<file path="src/rtl/rice_core_pkg.sv">
// Shared types for the rice core instruction-fetch path.
package rice_core_pkg;

   localparam int unsigned RICE_XLEN = 64;
   localparam int unsigned RICE_ILEN = 32;

   // Instruction response as carried through the fetch response FIFO.
   typedef struct packed {
      logic                 error;
      logic [RICE_ILEN-1:0] data;
   } rice_core_inst_response;

endpackage

</file>
<file path="src/rtl/rice_core_inst_response_fifo.sv">
// In-order response FIFO with synchronous clear and occupancy count.
module rice_core_inst_response_fifo #(
   parameter int unsigned DEPTH = 2,
   parameter int unsigned WIDTH = 33,
   localparam int unsigned CW = $clog2(DEPTH + 1),
   localparam int unsigned PW = (DEPTH > 1) ? $clog2(DEPTH) : 1
) (
   input  logic             clk,
   input  logic             rst_n,
   input  logic             push,
   input  logic             pop,
   input  logic             clear,
   input  logic [WIDTH-1:0] wdata,
   output logic [WIDTH-1:0] rdata,
   output logic [CW-1:0]    count
);

   logic [WIDTH-1:0] mem [DEPTH];
   logic [PW-1:0]    wr_ptr;
   logic [PW-1:0]    rd_ptr;
   logic             do_push;
   logic             do_pop;

   function automatic logic [PW-1:0] ptr_inc(input logic [PW-1:0] ptr);
      return (ptr == PW'(DEPTH - 1)) ? '0 : ptr + 1'b1;
   endfunction

   // A pop at full frees the slot the push lands in, so full push+pop is legal.
   assign do_pop  = pop & (count != '0);
   assign do_push = push & ((count != CW'(DEPTH)) | do_pop);
   assign rdata   = mem[rd_ptr];

   always_ff @(posedge clk or negedge rst_n) begin
      if (!rst_n) begin
         wr_ptr <= '0;
         rd_ptr <= '0;
         count  <= '0;
      end else if (clear) begin
         wr_ptr <= '0;
         rd_ptr <= '0;
         count  <= '0;
      end else begin
         if (do_push) wr_ptr <= ptr_inc(wr_ptr);
         if (do_pop)  rd_ptr <= ptr_inc(rd_ptr);
         case ({do_push, do_pop})
            2'b10:   count <= count + 1'b1;
            2'b01:   count <= count - 1'b1;
            default: count <= count;
         endcase
      end
   end

   always_ff @(posedge clk) begin
      if (do_push && !clear) mem[wr_ptr] <= wdata;
   end

endmodule

</file>
<file path="src/rtl/rice_core_inst_responder.sv">
// Fetch-request responder: credit-limited acks, one-cycle synchronous memory read,
// in-order responses through a small FIFO, flush discards everything pending.
module rice_core_inst_responder
   import rice_core_pkg::*;
#(
   parameter int unsigned XLEN       = RICE_XLEN,
   parameter int unsigned ILEN       = RICE_ILEN,
   parameter int unsigned ADDR_WIDTH = 10,
   parameter int unsigned DEPTH      = 2
) (
   input  logic                  i_clk,
   input  logic                  i_rst_n,
   input  logic                  i_inst_request_valid,
   output logic                  o_inst_request_ack,
   input  logic [XLEN-1:0]       i_inst_request_address,
   output logic                  o_mem_read,
   output logic [ADDR_WIDTH-1:0] o_mem_address,
   input  logic [ILEN-1:0]       i_mem_data,
   output logic                  o_inst_response_valid,
   input  logic                  i_inst_response_ready,
   output logic [ILEN-1:0]       o_inst_response_data,
   output logic                  o_inst_response_error,
   input  logic                  i_flush
);

   localparam int unsigned CW = $clog2(DEPTH + 1);
   localparam int unsigned RW = $bits(rice_core_inst_response);

   logic                   s1_valid;
   logic                   s1_error;
   logic [CW-1:0]          fifo_count;
   logic [RW-1:0]          fifo_rdata;
   logic                   fifo_empty;
   logic [CW:0]            outstanding;
   logic                   credit_ok;
   logic                   addr_error;
   logic                   ack;
   logic                   pop;
   logic                   push;
   logic                   fifo_pop;
   logic                   resp_valid;
   rice_core_inst_response s1_resp;
   rice_core_inst_response head;

   assign addr_error = (|i_inst_request_address[1:0])
                     | (|i_inst_request_address[XLEN-1:ADDR_WIDTH+2]);

   assign outstanding = {1'b0, fifo_count} + (CW + 1)'(s1_valid);
   assign credit_ok   = (outstanding - (CW + 1)'(pop)) < (CW + 1)'(DEPTH);

   // Reset gates the ack so no read strobe escapes while the block is held in reset.
   assign ack = i_rst_n & i_inst_request_valid & ~i_flush & credit_ok;

   assign o_inst_request_ack = ack;
   assign o_mem_read         = ack & ~addr_error;
   assign o_mem_address      = i_inst_request_address[ADDR_WIDTH+1:2];

   always_ff @(posedge i_clk or negedge i_rst_n) begin
      if (!i_rst_n) begin
         s1_valid <= 1'b0;
         s1_error <= 1'b0;
      end else begin
         s1_valid <= ack;
         s1_error <= ack & addr_error;
      end
   end

   always_comb begin
      s1_resp       = '0;
      s1_resp.error = s1_error;
      s1_resp.data  = s1_error ? '0 : i_mem_data;
   end

   // With an empty FIFO the stage-1 word is presented directly, giving one-cycle latency;
   // if it is not taken it enters the FIFO and stays at the head unchanged.
   assign fifo_empty = (fifo_count == '0);
   assign resp_valid = ~fifo_empty | s1_valid;
   assign head       = fifo_empty ? s1_resp : rice_core_inst_response'(fifo_rdata);
   assign pop        = resp_valid & i_inst_response_ready;
   assign fifo_pop   = pop & ~fifo_empty;
   assign push       = s1_valid & ~i_flush & ~(fifo_empty & i_inst_response_ready);

   assign o_inst_response_valid = resp_valid;
   assign o_inst_response_data  = resp_valid ? head.data : '0;
   assign o_inst_response_error = resp_valid & head.error;

   rice_core_inst_response_fifo #(
      .DEPTH(DEPTH),
      .WIDTH(RW)
   ) u_fifo (
      .clk  (i_clk),
      .rst_n(i_rst_n),
      .push (push),
      .pop  (fifo_pop),
      .clear(i_flush),
      .wdata(s1_resp),
      .rdata(fifo_rdata),
      .count(fifo_count)
   );

endmodule

</file>
<file path="config.mk">
export PLATFORM = sky130hd
export DESIGN_NAME = rice_core_inst_responder
export DESIGN_NICKNAME = d
export VERILOG_FILES = /design/src/rtl/rice_core_pkg.sv /design/src/rtl/rice_core_inst_response_fifo.sv /design/src/rtl/rice_core_inst_responder.sv
export SDC_FILE = /design/constraint.sdc
export NUM_CORES = 1
export LEC_CHECK = 0
export CELL_PAD_IN_SITES_DETAIL_PLACEMENT = 1
export CELL_PAD_IN_SITES_GLOBAL_PLACEMENT = 1
export CORE_MARGIN = 2
export CORE_UTILIZATION = 35
export DETAILED_ROUTE_END_ITERATION = 8
export PLACE_DENSITY_LB_ADDON = 0.1
export SLEW_MARGIN = 10
export SYNTH_ARGS = -nofsm -noshare
export SYNTH_HDL_FRONTEND = slang
export SYNTH_SLANG_ARGS = --single-unit
</file>
<file path="constraint.sdc">
create_clock -name i_clk -period 6.55 [get_ports i_clk]
set_clock_uncertainty 0.15 [all_clocks]
set_input_delay 1.31 -clock i_clk [delete_from_list [all_inputs] [get_ports i_clk]]
set_output_delay 1.31 -clock i_clk [all_outputs]
set_load 0.05 [all_outputs]
</file>
==> flow_summary.yaml <==
min_path:
  worstHoldPathCells: 2
  hp-class: "reg2reg"
  min_from: "u_fifo.wr_ptr$_DFFE_PN0P_"
  whs_endpoint: "u_fifo.wr_ptr$_DFFE_PN0P_"
sta:
  rsz0062_at_grt: "false"
  min_period_ns: 5.69
  final.setup.tns_ns: 0
  relSlewSlack_pct: 28.7
  worst_slew_pin_slew_ns: 1.07
  maxSlewViolCount: 0
  fin_crit_sh_pct: 86.8
  hold_violations: 0
  max_freq_mhz: 176
  finalSetupViolations: 0
cts:
  clk_pin_slew_ns: 0.07
  cts.sinks: 72
  tritoncts.num_buffers: 9
  clockBufferDepth: 2
  postCtsSetupBuffers: 0
  insertion_delay_ns: 0.34
  cts_resized: 0
  cts_root_buf: "clkbuf_8"
  cts_max_level: 3
  hold_buffers: 0
  cts_tree: "built"
die:
  coreArea_mm2: 0.00973
  die_h_um: 104
  ios: 147
  die_w_um: 104
  fp-row-count: 36
  dieArea_mm2: 0.0108
  start_util_pct: 35.9
worst_setup_path:
  end_kind: "output port"
  reg2regPathDepth: 8
  cp_max_fo: 7
  reg2reg_slack_ns: 3.83
  cp.required_ns: 5.09
  cpPeakStageDelay_ns: 0.79
  rr_endpoint: "s1_error$_DFF_PN0_"
  path_class: "in2out"
  crit_arrival_ns: 4.23
  r2r_start: "s1_valid$_DFF_PN0_"
  cp-start-kind: "input pin"
  crit_slowest_cell: "clkdlybuf4s50_1"
  worstPathCellList: "clkdlybuf4s50_1 -> and2_1 -> ha_1 -> nand2b_1 -> fa_1 -> nand4b_1 -> nor2_1 -> and2_1 -> clkdlybuf4s50_1"
placed_design:
  dp_hpwl_mm: 6.22
  gp_congestion: 0.736
  placed_cells_incl_taps: 520
  numPortBuffers: 126
grt:
  gr-total-overflow: 0
  grt_max_degree: 43
  grtUsageTotal_pct: 17.1
  antenna_found_initial: 0
  grt_pass1_vias: 2810
  grt_pass1_wl_mm: 14.5
detailed_routing:
  drc: 0
  first_iter_violations: 110
  postRouteAntennaNets: 0
  num_vias: 2624
  drt_wl_total_mm: 9.08
  wire_per_inst_um: 16.9
  viasPerCell: 4.90
  dr.pass1.iters: 4
final_layout:
  fin_cells: 536
  drive_gt1_share_pct: 6.70
  final_util_pct: 51.5
  num_antenna_cells: 0
  fin_nets: 501
  area_growth_pct: 43.4
logic_synthesis:
  synth_top_area_cell: "edfxtp_1"
  syn_inst: 283
  synth_area_leaders: "edfxtp_1 57%, mux2i_1 9.4%, nor2b_1 5.7%"
  ys_warn_count: 0
  yosys.cell_types.count: 31
  syn_avg_cell_area_um2: 12.4
  synth_top_cell_area_share_pct: 56.7
  syn_area_mm2: 0.00350
  synth_nets: 386
  ys_ff_latch: 72
  seq_area_frac_synth_pct: 61.0
pwr:
  p_seq_share_pct: 49.6
  switching_share_pct: 26.0
  p_int_uw: 772
  p_switching_uw: 271
  p_clk_share_pct: 32.0
  power_mw: 1.04
  p_leak_nw: 1.61
  power.density_mw_per_mm2: 208
  pwr-share-comb_pct: 18.5
  ir_drop_v: 0.0000773
status:
  status: "completed"
flow_run:
  drv_cap: 0
-- cell usage in the layout (no fill, tap or decap), types with 5 or more instances in the layout --
master	count
clkdlybuf4s50_1	126
edfxtp_1	66
o21ai_0	35
mux2i_1	33
nand3_1	33
nor2b_1	32
nor4_1	12
clkbuf_8	9
buf_4	7
nor2_1	6
dfrtp_1	5
-- how the worst max path moves through the flow --
stage	startpoint	end	slack, ns	cells after the start
6_report	i_inst_response_ready	o_mem_read	0.86	9
5_1_grt	i_inst_response_ready	o_mem_read	0.68	9
4_1_cts	i_inst_response_ready	o_mem_read	0.84	9
3_5_place_dp	i_inst_response_ready	o_mem_read	0.86	9
3_3_place_gp	i_inst_response_ready	o_mem_read	0.89	9
2_1_floorplan	i_inst_response_ready	o_mem_read	1.41	7
-- kinds of logic (layout without fill, tap and decap cells) --
family,count (synthesis),count (layout),synth area share (%)
compound gates,41,41,6.23
xor+xnor,4,4,1.00
simple gates,100,100,16.5
flops,72,72,61.0
mux,33,33,9.45
fa+ha+maj,2,2,0.931
buf+inv,31,151,4.94
-- metrics by stage --
step | hold WS (ns) | setup WS [ns] | instance area (µm²)
6_report | 0.445 | 0.865 | 5010
5_1_grt | 0.512 | 0.679 | 5010
4_1_cts | 0.450 | 0.842 | 5010
3_5_place_dp | 0.432 | 0.858 | 4830
3_3_place_gp | 0.406 | 0.892 | 4830
2_1_floorplan | 0.369 | 1.41 | 3500
-- routing by layer --
metal	vias up	wire, µm	GRT usage, %
li1	1278	-	-
met1	1280	3850	20.4
met2	57	4810	30.4
met3	9	310	3.38
met4	0	105	6.66
met5	-	0	0
-- layout make-up --
cell class / instances / area [µm²]
fillers: 1063 / 4720
flip-flops and latches: 72 / 2130
repair buffers: 133 / 1310
multi-input cells: 180 / 1210
well taps: 133 / 166
clock buffers: 9 / 124
clock inverters: 7 / 62.6
inverters: 2 / 7.51
-- Yosys cell counts --
library cell,instances
a211oi_1,2
a21oi_1,2
a311oi_1,1
and2_1,2
buf_1,2
buf_2,9
buf_4,12
clkbuf_1,6
dfrtp_1,6
edfxtp_1,66
fa_1,1
ha_1,1
inv_1,2
mux2i_1,33
nand2_1,3
nand2b_1,1
nand3_1,33
nand4_1,3
nand4b_1,1
nor2_1,6
nor2_2,1
nor2b_1,32
nor3_1,2
nor3b_1,1
nor4_1,12
nor4_2,2
o21ai_0,35
o21ai_2,1
or3_1,1
xnor2_1,1
xor2_1,3
-- worst max-delay path, delay by kind of cell --
family | cells | cell delay, ns
adder cells (fa/ha/maj) | 2 | 0.71
buffers and inverters | 2 | 1.39
AND/OR/NAND/NOR | 5 | 0.80
-- power groups by stage --
stage / sequential, mW / combinational [mW] / clock (mW)
6_report: 0.517 / 0.193 / 0.333
2_1_floorplan: 0.522 / 0.118 / 0
3_5_place_dp: 0.528 / 0.193 / 0
5_1_grt: 0.518 / 0.205 / 0.361
3_3_place_gp: 0.527 / 0.190 / 0
4_1_cts: 0.517 / 0.194 / 0.344
-- sequential cells by signal, summed over array words and instances, names as in the netlist --
register	flops
s1_error	1
u_fifo.wr_ptr	1
u_fifo.count	2
s1_valid	1
u_fifo.mem	66
u_fifo.rd_ptr	1
Power figures use the tool's default switching activity.
